[src/rtl/tdm_demux4_pkg.sv]
// Shared types and constants for the 4-way TDM demultiplexer.
package tdm_pkg;

  localparam int SLOTS = 4;

  // Slot index within a frame (0..SLOTS-1).
  typedef logic [1:0] slot_t;

  // Frame alignment state: searching for slot 0, or tracking frames.
  typedef enum logic {HUNT, LOCKED} tdm_state_t;

endpackage

[src/rtl/tdm_demux4_if.sv]
// Sample-stream input and parallel-lane output bundle of the demultiplexer.
interface tdm_demux4_if #(
  parameter int WIDTH = 1
);

  logic             din_valid;
  logic [WIDTH-1:0] din;
  logic             frame_start;
  logic [WIDTH-1:0] q0;
  logic [WIDTH-1:0] q1;
  logic [WIDTH-1:0] q2;
  logic [WIDTH-1:0] q3;
  logic             frame_valid;
  logic             locked;
  logic             sync_err;

  // Stream source / lane consumer side.
  modport master (
    output din_valid, din, frame_start,
    input  q0, q1, q2, q3, frame_valid, locked, sync_err
  );

  // Demultiplexer side.
  modport slave (
    input  din_valid, din, frame_start,
    output q0, q1, q2, q3, frame_valid, locked, sync_err
  );

endinterface

[src/rtl/tdm_demux4_frame_sync.sv]
// Frame alignment FSM and slot counter. Produces per-cycle shadow write
// enables and a frame_done strobe for the slot-3 sample; sync_err is
// registered so it lines up with the data-path outputs.
module tdm_frame_sync
  import tdm_pkg::*;
(
  input  logic             clk,
  input  logic             rst_n,
  input  logic             din_valid,
  input  logic             frame_start,
  output logic [SLOTS-2:0] shadow_we,
  output logic             frame_done,
  output logic             sync_err,
  output logic             locked
);

  tdm_state_t state, next_state;
  slot_t      cnt, next_cnt;
  logic       sync_err_d;

  // State, slot counter and error pulse registers.
  // NOTE: sequential state uses non-blocking (<=) so every flop samples the
  // pre-edge values; blocking here would create order-dependent races.
  always_ff @(posedge clk or negedge rst_n) begin
    if (!rst_n) begin
      state    <= HUNT;
      cnt      <= '0;
      sync_err <= 1'b0;
    end else begin
      state    <= next_state;
      cnt      <= next_cnt;
      sync_err <= sync_err_d;
    end
  end

  // Next-state, counter and strobe decode; nothing moves without din_valid.
  // NOTE: every output of this block gets a default first, so no path can
  // leave a signal unassigned and infer a latch.
  always_comb begin
    next_state = state;
    next_cnt   = cnt;
    shadow_we  = '0;
    frame_done = 1'b0;
    sync_err_d = 1'b0;
    if (din_valid) begin
      unique case (state)
        HUNT: begin
          if (frame_start) begin
            shadow_we[0] = 1'b1;
            next_cnt     = slot_t'(1);
            next_state   = LOCKED;
          end
        end
        LOCKED: begin
          if (frame_start) begin
            // A slot-0 mark mid-frame drops the partial frame and restarts.
            sync_err_d   = (cnt != '0);
            shadow_we[0] = 1'b1;
            next_cnt     = slot_t'(1);
          end else if (cnt == '0) begin
            sync_err_d = 1'b1;
            next_state = HUNT;
          end else if (cnt == slot_t'(SLOTS - 1)) begin
            frame_done = 1'b1;
            next_cnt   = '0;
          end else begin
            shadow_we[cnt] = 1'b1;
            next_cnt       = cnt + slot_t'(1);
          end
        end
        default: next_state = HUNT;
      endcase
    end
  end

  assign locked = (state == LOCKED);

endmodule

[src/rtl/tdm_demux4.sv]
// 1-to-4 TDM demultiplexer: collects slots 0..2 in shadow registers and
// transfers the whole frame to the held output lanes on the slot-3 sample.
module tdm_demux4
  import tdm_pkg::*;
#(
  parameter int WIDTH = 1
) (
  input  logic           clk,
  input  logic           rst_n,
  tdm_demux4_if.slave    bus
);

  logic [SLOTS-2:0] shadow_we;
  logic             frame_done;
  logic [WIDTH-1:0] shadow [SLOTS-1];

  tdm_frame_sync u_sync (
    .clk         (clk),
    .rst_n       (rst_n),
    .din_valid   (bus.din_valid),
    .frame_start (bus.frame_start),
    .shadow_we   (shadow_we),
    .frame_done  (frame_done),
    .sync_err    (bus.sync_err),
    .locked      (bus.locked)
  );

  // Shadow bank: captures slots 0..2 of the frame in progress.
  // NOTE: this small register bank is reset on purpose so a reset mid-frame
  // discards partial data at once; a large RAM would normally not be reset.
  always_ff @(posedge clk or negedge rst_n) begin
    if (!rst_n) begin
      for (int i = 0; i < SLOTS - 1; i++) shadow[i] <= '0;
    end else begin
      for (int i = 0; i < SLOTS - 1; i++) begin
        if (shadow_we[i]) shadow[i] <= bus.din;
      end
    end
  end

  // Output bank and frame strobe: updated together when slot 3 arrives.
  always_ff @(posedge clk or negedge rst_n) begin
    if (!rst_n) begin
      bus.q0          <= '0;
      bus.q1          <= '0;
      bus.q2          <= '0;
      bus.q3          <= '0;
      bus.frame_valid <= 1'b0;
    end else begin
      bus.frame_valid <= frame_done;
      if (frame_done) begin
        bus.q0 <= shadow[0];
        bus.q1 <= shadow[1];
        bus.q2 <= shadow[2];
        bus.q3 <= bus.din;
      end
    end
  end

endmodule
[src/flat_wrapper.sv]
// flat-port wrapper written by rule: the top's interface ports become plain ports
module tdm_demux4_flat import tdm_pkg::*;
#(
  parameter int WIDTH = 1
)
  (clk, rst_n, bus_din_valid, bus_din, bus_frame_start, bus_q0, bus_q1, bus_q2, bus_q3, bus_frame_valid, bus_locked, bus_sync_err);
  tdm_demux4_if #(.WIDTH(WIDTH)) bus_i ();
  input  logic clk;
  input  logic rst_n;
  input wire logic [$bits(bus_i.din_valid)-1:0] bus_din_valid;
  input wire logic [$bits(bus_i.din)-1:0] bus_din;
  input wire logic [$bits(bus_i.frame_start)-1:0] bus_frame_start;
  output wire logic [$bits(bus_i.q0)-1:0] bus_q0;
  output wire logic [$bits(bus_i.q1)-1:0] bus_q1;
  output wire logic [$bits(bus_i.q2)-1:0] bus_q2;
  output wire logic [$bits(bus_i.q3)-1:0] bus_q3;
  output wire logic [$bits(bus_i.frame_valid)-1:0] bus_frame_valid;
  output wire logic [$bits(bus_i.locked)-1:0] bus_locked;
  output wire logic [$bits(bus_i.sync_err)-1:0] bus_sync_err;
  assign bus_i.din_valid = bus_din_valid;
  assign bus_i.din = bus_din;
  assign bus_i.frame_start = bus_frame_start;
  assign bus_q0 = bus_i.q0;
  assign bus_q1 = bus_i.q1;
  assign bus_q2 = bus_i.q2;
  assign bus_q3 = bus_i.q3;
  assign bus_frame_valid = bus_i.frame_valid;
  assign bus_locked = bus_i.locked;
  assign bus_sync_err = bus_i.sync_err;
  tdm_demux4 #(.WIDTH(WIDTH)) u_core (.clk(clk), .rst_n(rst_n), .bus(bus_i));
endmodule
[config.mk]
export PLATFORM = sky130hd
export DESIGN_NAME = tdm_demux4_flat
export DESIGN_NICKNAME = d
export VERILOG_FILES = /design/src/rtl/tdm_demux4_pkg.sv /design/src/rtl/tdm_demux4_if.sv /design/src/rtl/tdm_demux4_frame_sync.sv /design/src/rtl/tdm_demux4.sv /design/src/flat_wrapper.sv
export SDC_FILE = /design/constraint.sdc
export NUM_CORES = 1
export LEC_CHECK = 0
export CAP_MARGIN = 30
export CORE_AREA = 2 2 39 41
export CTS_CLUSTER_DIAMETER = 150
export DETAILED_ROUTE_END_ITERATION = 10
export DIE_AREA = 0 0 41 43
export GPL_ROUTABILITY_DRIVEN = 0
export GPL_TIMING_DRIVEN = 0
export PLACE_DENSITY = 0.67
export SYNTH_ARGS = -nofsm -noshare
export SYNTH_HDL_FRONTEND = slang
export SYNTH_HIERARCHICAL = 1
export SYNTH_SLANG_ARGS = --single-unit
[constraint.sdc]
create_clock -name clk -period 4.1 [get_ports clk]
set_input_delay 0.41 -clock clk [delete_from_list [all_inputs] [get_ports clk]]
set_output_delay 0.41 -clock clk [all_outputs]
set_load 0.05 [all_outputs]
==> summary.md, run 1 <==
| Metric | Value |
|---|---|
| Outcome | `completed` |
| Rows | `14` |
| Hold Slack | `0.478 ns` |
| Area grow syn2layout | `30.1%` |
| Critical Path Source Type | `primary input` |
| Hold Violations, Final | `0` |
| Fin util | `52.0%` |
| Synth async-reset ratio | `100%` |
| H-tree depth | `1` |
| Die height | `43 µm` |
| Drt pass-1 iters | `4` |
| CTS tree | `yes` |
| Initial DRC count | `5` |
| Share of the synthesized area in the top cell type | `54.3%` |
| Overflow after GRT | `0` |
| CP cell instances | `clkdlybuf4s50_1 > nand2_1 > nor3b_1 > mux2_2` |
| Number of buffers created by CTS | `3` |
| Die Width | `41 µm` |
| Crit end category | `flop` |
| Mapped Cells | `43` |
| Routed wire length | `955 µm` |
| GRT Util Overall | `14.6%` |
| RSZ-0062 raised after global routing | `false` |
| Worst skew pair latency | `0.28 ns` |
| Critical path class | `in2reg` |
| Max cap viols | `0` |
| Placed Cells | `70` |
| Nets | `69` |
| Worst-Margin Slew | `0.686 ns` |
| Worst R2R Start | `u_core/u_sync/locked$_DFFE_PN0P_` |
| Number of global-route vias before repair | `361` |
| Post-synth EDFFs | `0` |
| Sequential power share | `34.9%` |
| Drt drc | `0` |
| P_sw | `0.237 mW` |
| CTS resizes | `0` |
| Global-route wire length before repair | `1.61 mm` |
| Fillers | `126` |
| Most frequent cell after synthesis | `dfrtp_1` |
| Dpl hpwl | `660 µm` |
| Crit path from | `bus_din_valid` |
| Max IR drop VDD | `0.316 mV` |
| Final Non-Filler Cells | `74` |
| Syn. warnings | `6` |
| Root cell of the clock tree | `clkbuf_4` |
| Cell Pwr Density | `793 nW/µm²` |
| Combinational power share | `48.3%` |
| Critical Path Fanout Max | `7` |
| Synth Flop Type | `dfrtp_1` |
| Yosys cell types | `14` |
| Wire length per cell | `12.9 µm` |
| Top post-synthesis cells by area | `dfrtp_1 54%, mux2_2 14%, ha_1 11%` |
| Core ar. | `1380 µm²` |
| Clock Power Share | `16.8%` |
| Port Buffer Count | `11` |
| Max Clk Rate | `501 MHz` |
| Slowest-stage cell, CP | `nor3b_1` |
| Setup TNS | `0 ns` |
| Leakage power total | `0.328 nW` |
| Hold crit path type | `in2async` |
| Sink Count | `12` |
| Total power draw | `0.570 mW` |
| Sequential-to-total area share from yosys stat | `54.3%` |
| Critical path required time | `4.26 ns` |
| Max-Slew Margin vs Limit | `54.2%` |
| Synth Net Count | `53` |
| Most common library cells after synthesis | `12 x dfrtp_1, 7 x mux2_2, 5 x ha_1` |
| Setup violations, final | `0` |
| Arrival @ worst endpoint | `2.16 ns` |
| Biggest area consumer among synthesized cells | `dfrtp_1` |
| Post-CTS Setup Bufs | `0` |
| Initial Util | `40.0%` |
| Clock Skew | `0.00375 ns` |
| Max clock buf depth | `2` |
| Final ANT Viol Nets | `0` |
| Pin count of the biggest net entering global routing | `13` |
| Ant diodes | `0` |
| Max Transition Viols Final | `0` |
| Die ar. | `1760 µm²` |
| Crit share post-route | `48.7%` |
| I/O pin total | `12` |
| Antenna violations before repair | `0` |
| Clock transition at path regs | `0.08 ns` |
| Mapped Area | `553 µm²` |
| Seq cells post-synth | `12` |
| DR vias/cell | `5.04` |
| CP max stage delay | `0.61 ns` |
| Cell-internal power | `0.333 mW` |
| Tmin final | `1.99 ns` |
| Proportion of layout cells with a drive suffix above 1 | `22.4%` |
| Syn_area_per_cell | `12.9 µm²` |
| # hold bufs at CTS | `0` |
| Vias | `373` |
| Switching Share | `41.6%` |
sequential cells by signal, indices dropped and copies added (netlist names):
signal / count
u_core/shadow: 3
u_core/bus.q0: 1
u_core/bus.q1: 1
u_core/u_sync/locked: 1
u_core/bus.q3: 1
u_core/u_sync/sync_err: 1
u_core/u_sync/cnt: 2
u_core/bus.frame_valid: 1
u_core/bus.q2: 1
layout make-up:
class                   instances  area [µm²]  area share [%]
repair buffers                 11         110            15.3
multi-input cells              28         241            33.6
well taps                      16        20.0            2.78
clock buffers                   4        36.3            5.04
inverters                       3        11.3            1.57
flip-flops and latches         12         300            41.7
cells by family after synthesis:
| kind of cell | share of synthesized area (%) |
|---|---|
| AOI/OAI and AO/OA | 5.88 |
| and+or+nand+nor | 12.2 |
| adders and majority gates | 11.3 |
| muxes | 14.3 |
| buffers and inverters | 2.04 |
| DFF | 54.3 |
metal layers:
metal / wire (µm) / GRT usage, % / share of wire [%] / up-vias
li1: - / - / - / 178
met1: 446 / 18.6 / 47 / 179
met2: 429 / 20.0 / 45 / 12
met3: 60 / 4.71 / 6.3 / 4
met4: 19 / 10.0 / 2.0 / 0
met5: 0 / 0 / 0 / -
through the flow:
| step | setup WS, ns | cell area (µm²) |
|---|---|---|
| 2_1_floorplan | 2.24 | 553 |
| 4_1_cts | 2.09 | 719 |
| 3_5_place_dp | 1.78 | 683 |
| 5_1_grt | 2.00 | 719 |
| 6_report | 2.11 | 719 |
| 3_3_place_gp | 1.75 | 683 |
critical path: cells and delay by family:
| kind | cells | cell delay, ns |
|---|---|---|
| AND/OR/NAND/NOR | 2 | 0.76 |
| multiplexers | 1 | 0.41 |
| buffers and inverters | 1 | 0.58 |
power by group through the flow:
stage               Combinational [mW]  Clock (mW)  Sequential, mW
floorplan                       0.0984           0           0.291
global placement                 0.271           0           0.200
detailed placement               0.273           0           0.201
CTS                              0.277      0.0996           0.200
global route                     0.301       0.107           0.206
finish                           0.276      0.0957           0.199
path summary, 6_finish.rpt:
kind,depth (start not counted),slack [ns],to
min in group clk,1,0.51,u_core/shadow[1]$_DFFE_PN0P_
max in group asynchronous,1,3.27,u_core/shadow[1]$_DFFE_PN0P_
setup / recovery,4,2.11,u_core/bus.q1$_DFFE_PN0P_
hold / removal,1,0.48,u_core/u_sync/locked$_DFFE_PN0P_
setup reg to reg,3,2.37,u_core/bus.q1$_DFFE_PN0P_
hold reg to reg,1,0.51,u_core/shadow[1]$_DFFE_PN0P_
placed cells by master (no fill, tap or decap), drive strengths merged:
cell           instances
dfrtp                 12
clkdlybuf4s50         11
mux2                   7
ha                     5
clkbuf                 4
inv                    3
nor3b                  3
nor2                   3
nand2                  2
a31oi                  2
and2                   1
nand2b                 1
and4b                  1
a21oi                  1
o22ai                  1
o31a                   1
Power figures use the tool's default switching activity.
==> inputs of run 2 (changes only) <==
CORE_AREA = not set   (was 2 2 39 41)
CORE_UTILIZATION = 42   (was not set)
DIE_AREA = not set   (was 0 0 41 43)
PLACE_DENSITY = 0.71   (was 0.67)
clock period = 1.77 ns   (was 4.1 ns; I/O delays follow)
==> run 2 against run 1 <==
Clock skew decreased by 0.0035 ns. Sequential power is 130% higher. Largest cell class unchanged. Sequential share of layout area is essentially flat. Highest routed layer unchanged.
==> summary.md, run 2 (same netlist as run 1, synthesis figures left out) <==
| Metric | Value |
|---|---|
| Final Non-Filler Cells | `72` |
| Fillers | `93` |
| Crit path from | `u_core/u_sync/locked$_DFFE_PN0P_` |
| Critical path class | `reg2out` |
| Max-Slew Margin vs Limit | `64.0%` |
| Leakage power total | `0.329 nW` |
| Clock transition at path regs | `0.08 ns` |
| Dpl hpwl | `751 µm` |
| Crit share post-route | `94.6%` |
| Clock Skew | `0.000281 ns` |
| I/O pin total | `12` |
| Number of global-route vias before repair | `409` |
| Wire length per cell | `14.6 µm` |
| CP max stage delay | `0.81 ns` |
| Max Transition Viols Final | `0` |
| Die height | `38.3 µm` |
| Max IR drop VDD | `0.946 mV` |
| # hold bufs at CTS | `0` |
| Outcome | `completed` |
| Hold Violations, Final | `0` |
| GR Util met3 | `6.98%` |
| Root cell of the clock tree | `clkbuf_4` |
| Total power draw | `1.34 mW` |
| Ant diodes | `0` |
| Final ANT Viol Nets | `0` |
| Sink Count | `12` |
| Worst R2R Setup Slack | `0.31 ns` |
| Crit end category | `output port` |
| Critical Path Source Type | `flop` |
| Drt pass-1 iters | `4` |
| Slowest-stage cell, CP | `clkdlybuf4s50_1` |
| RR Endpoint | `u_core/bus.q1$_DFFE_PN0P_` |
| GRT Util Overall | `18.5%` |
| Nets | `69` |
| Die ar. | `1470 µm²` |
| Area post-placement | `682 µm²` |
| Die Width | `38.3 µm` |
| Top flop regs | `u_core/shadow x3, u_core/u_sync/cnt x2` |
| Core ar. | `1170 µm²` |
| Setup TNS | `0 ns` |
| Met1 Resource Use GR | `20.8%` |
| Antenna violations before repair | `0` |
| RSZ-0062 raised after global routing | `false` |
| Pin count of the biggest net entering global routing | `13` |
| Max FFs per register | `3` |
| Fin util | `61.8%` |
| Worst path bufs/invs | `1` |
| Critical path required time | `1.59 ns` |
| H-tree depth | `1` |
| Worst R2R Start | `u_core/u_sync/cnt[0]$_DFFE_PN0P_` |
| Tmin final | `1.67 ns` |
| DR vias/cell | `5.40` |
| Routed wire length | `1.05 mm` |
| Max cap viols | `0` |
| Worst skew pair latency | `0.27 ns` |
| Port Buffer Count | `11` |
| Design Area, Final | `723 µm²` |
| GR Layer Usage met2 | `28.8%` |
| Initial Util | `47.2%` |
| Vias | `389` |
| Area grow syn2layout | `30.8%` |
| Top Usage Layer GRT | `met2` |
| Global-route wire length before repair | `1.74 mm` |
| Cell Pwr Density | `1860 nW/µm²` |
| Critical Path Fanout Max | `6` |
| Max clock buf depth | `2` |
| Hold crit path type | `in2async` |
| Overflow after GRT | `0` |
| Proportion of layout cells with a drive suffix above 1 | `25.9%` |
| Register bank with the most flops | `u_core/shadow` |
| Placed Cells | `68` |
| CTS tree | `yes` |
| Worst-Margin Slew | `0.538 ns` |
| Most frequent cells in the layout | `11 x clkdlybuf4s50_1, 11 x dfrtp_1, 7 x mux2_2` |
| Crit path to | `bus_locked` |
| Initial DRC count | `10` |
| Setup violations, final | `0` |
| Rows | `12` |
| WP depth | `1` |
| CP cell instances | `clkdlybuf4s50_1` |
| Max Clk Rate | `597 MHz` |
| Reg2reg path depth | `3` |
| Arrival @ worst endpoint | `1.50 ns` |
| Number of buffers created by CTS | `3` |
| Cell family with most CP delay | `buffers and inverters` |
| Drt drc | `0` |
run 2: cell counts in the layout (fill, tap and decap cells not counted):
No cell type changed its count.
run 2: per-stage QoR:
step / hold slack (ns) / worst slack, ns
detailed placement: 0.490 / -0.279
finish: 0.256 / 0.0955
global route: 0.281 / 0.0261
CTS: 0.264 / 0.0169
floorplan: -0.119 / 0.0984
global placement: 0.486 / -0.258
run 2: how the worst min path moves through the flow:
| stage | from | to | slack (ns) | depth (start not counted) |
|---|---|---|---|---|
| floorplan | rst_n | u_core/bus.frame_valid$_DFF_PN0_ | -0.12 | 0 |
| finish | rst_n | u_core/u_sync/sync_err$_DFF_PN0_ | 0.26 | 1 |
| CTS | rst_n | u_core/u_sync/sync_err$_DFF_PN0_ | 0.26 | 1 |
| detailed placement | u_core/shadow[2]$_DFFE_PN0P_ | u_core/bus.q0$_DFFE_PN0P_ | 0.49 | 1 |
| global placement | u_core/shadow[1]$_DFFE_PN0P_ | u_core/bus.q1$_DFFE_PN0P_ | 0.49 | 1 |
| global route | rst_n | u_core/shadow[2]$_DFFE_PN0P_ | 0.28 | 1 |
run 2: area by class of cell:
class	instances	area, µm²	area share (%)
multi-input combinational	28	246	34.1
timing repair buffer	11	110	15.2
sequential	12	302	41.7
inverter	3	11.3	1.56
clock buffer	4	36.3	5.02
tap	14	17.5	2.42
run 2: metal layers:
layer / share of wire [%] / wire length (µm)
met1: 45 / 476
met2: 50 / 529
met3: 3.4 / 36
met4: 0.57 / 6
met5: 0 / 0
run 2: worst reg2reg max path: stages, from the launching register on:
cell and delay [ns]:
dfrtp_1 0.42, ha_1 0.19, nor3b_2 0.35, mux2_2 0.39
run 2: power by group:
group          leakage [nW]  internal [mW]  switching [mW]
clock network        0.0210          0.125          0.0917
registers             0.146          0.387          0.0791
logic                 0.161          0.267           0.394
run 2: repair_timing:
action / 4_1_cts / 5_1_grt
gates resized for setup: 0 / 1
buffers inserted: 0 / 0
setup endpoints to repair: 0 / 4
==> inputs of run 3 (changes only) <==
CORE_MARGIN = 3   (was not set)
==> run 3 against run 2 <==
Sequential share of layout area up 0.59 points. Critical path depth did not move. Die area rose by 22%. Worst setup slack got worse by 0.0040 ns. Maximum frequency decreased by 0.24%. Clock skew grew 0.0094 ns. Largest power group unchanged.
==> summary.md, run 3 (same netlist as run 1, synthesis figures left out) <==
| Metric | Value |
|---|---|
| Area grow syn2layout | `29.0%` |
| Crit end category | `output port` |
| Final Non-Filler Cells | `72` |
| Max Transition Viols Final | `0` |
| GRT Util Overall | `13.2%` |
| Clock Skew | `0.00972 ns` |
| Fillers | `94` |
| Routed wire length | `959 µm` |
| CP max stage delay | `0.81 ns` |
| Tmin final | `1.68 ns` |
| Number of buffers created by CTS | `3` |
| Ant diodes | `0` |
| Reg2reg path depth | `3` |
| Core ar. | `1170 µm²` |
| Critical Path Fanout Max | `6` |
| Max-Slew Margin vs Limit | `65.9%` |
| Cell-internal power | `0.740 mW` |
| Cell Pwr Density | `1800 nW/µm²` |
| Max FFs per register | `3` |
| Slowest-stage cell, CP | `clkdlybuf4s50_1` |
| CP cell instances | `clkdlybuf4s50_1` |
| Root cell of the clock tree | `clkbuf_4` |
| I/O pin total | `12` |
| Proportion of layout cells with a drive suffix above 1 | `24.1%` |
| Most frequent cells in the layout | `11 x clkdlybuf4s50_1, 11 x dfrtp_1, 7 x mux2_2` |
| Initial DRC count | `10` |
| Worst path bufs/invs | `1` |
| Global-route wire length before repair | `1.76 mm` |
| Initial Util | `47.2%` |
| Cell family with most CP delay | `buffers and inverters` |
| Sequential power share | `36.4%` |
| Switching Share | `42.5%` |
| Max Clk Rate | `596 MHz` |
| Placed Cells | `68` |
| Critical Path Source Type | `flop` |
| Top flop regs | `u_core/shadow x3, u_core/u_sync/cnt x2` |
| Clock transition at path regs | `0.07 ns` |
| Final ANT Viol Nets | `0` |
| Setup violations, final | `0` |
| Rows | `12` |
| Register bank with the most flops | `u_core/shadow` |
| Critical path required time | `1.59 ns` |
| Worst skew pair latency | `0.27 ns` |
| Vias | `384` |
| Worst-Margin Slew | `0.510 ns` |
| Nets | `69` |
| Total power draw | `1.29 mW` |
| Number of global-route vias before repair | `395` |
| Outcome | `completed` |
| Die Width | `42.3 µm` |
| Wire length per cell | `13.3 µm` |
| Overflow after GRT | `0` |
| WP depth | `1` |
| Sink Count | `12` |
| Arrival @ worst endpoint | `1.50 ns` |
| Hold crit path type | `in2async` |
| Port Buffer Count | `11` |
| Post-CTS Setup Bufs | `0` |
| Dpl hpwl | `747 µm` |
| Drt drc | `0` |
| Crit share post-route | `94.8%` |
| Worst R2R Setup Slack | `0.31 ns` |
| Clock Power Share | `13.4%` |
| P_sw | `0.546 mW` |
| Critical path class | `reg2out` |
| Die ar. | `1790 µm²` |
| DR vias/cell | `5.33` |
| Combinational power share | `50.2%` |
| Max IR drop VDD | `0.884 mV` |
| # hold bufs at CTS | `0` |
| Pin count of the biggest net entering global routing | `13` |
| RSZ-0062 raised after global routing | `false` |
| H-tree depth | `1` |
| Antenna violations before repair | `0` |
| Fin util | `60.9%` |
| CTS tree | `yes` |
| Drt pass-1 iters | `4` |
| Leakage power total | `0.323 nW` |
| Die height | `42.3 µm` |
| Hold Violations, Final | `0` |
| Max cap viols | `0` |
| Max clock buf depth | `2` |
-- run 3: power by group through the flow --
| stage | combinational, mW | sequential [mW] | clock, mW |
|---|---|---|---|
| floorplan | 0.228 | 0.676 | 0 |
| global placement | 0.622 | 0.460 | 0 |
| detailed placement | 0.639 | 0.473 | 0 |
| CTS | 0.647 | 0.467 | 0.181 |
| global route | 0.694 | 0.485 | 0.198 |
| finish | 0.646 | 0.468 | 0.172 |
-- run 3: through the flow --
stage | instance area, µm² | TNS [ns] | setup slack (ns) | hold WS [ns]
global placement | 682 | -1.03 | -0.258 | 0.485
finish | 713 | 0 | 0.0915 | 0.239
CTS | 713 | 0 | 0.0763 | 0.252
detailed placement | 682 | -1.25 | -0.325 | 0.495
global route | 713 | 0 | 0.0403 | 0.269
floorplan | 554 | 0 | 0.0984 | -0.119
-- run 3: path summary, 6_finish.rpt --
path                                                       start                               end
max in group asynchronous                                  rst_n  u_core/u_sync/locked$_DFFE_PN0P_
min in group clk                       u_core/bus.q0$_DFFE_PN0P_         u_core/bus.q0$_DFFE_PN0P_
worst max-delay path            u_core/u_sync/locked$_DFFE_PN0P_                        bus_locked
worst min register to register         u_core/bus.q0$_DFFE_PN0P_         u_core/bus.q0$_DFFE_PN0P_
worst min-delay path                                       rst_n         u_core/bus.q3$_DFFE_PN0P_
worst max register to register  u_core/u_sync/cnt[0]$_DFFE_PN0P_         u_core/bus.q2$_DFFE_PN0P_
-- run 3: metal layers --
metal	vias to the layer above	track usage, %	share of wire (%)
met5	-	0	0
met4	0	7.45	2.6
met3	3	4.72	7.5
met2	21	21.9	49
met1	180	14.3	41
li1	180	-	-
-- run 3: final cells by class --
cell class | count | area [µm²] | area share [%]
clock buffer | 4 | 26.3 | 3.68
inverter | 3 | 11.3 | 1.58
multi-input combinational | 28 | 246 | 34.6
sequential | 12 | 302 | 42.3
tap | 14 | 17.5 | 2.46
timing repair buffer | 11 | 110 | 15.4
-- run 3: what timing repair did --
action                                  4_1_cts  5_1_grt
endpoints found under the setup margin        4        0
resized for setup                             1        0
endpoints found under the hold margin         0        0
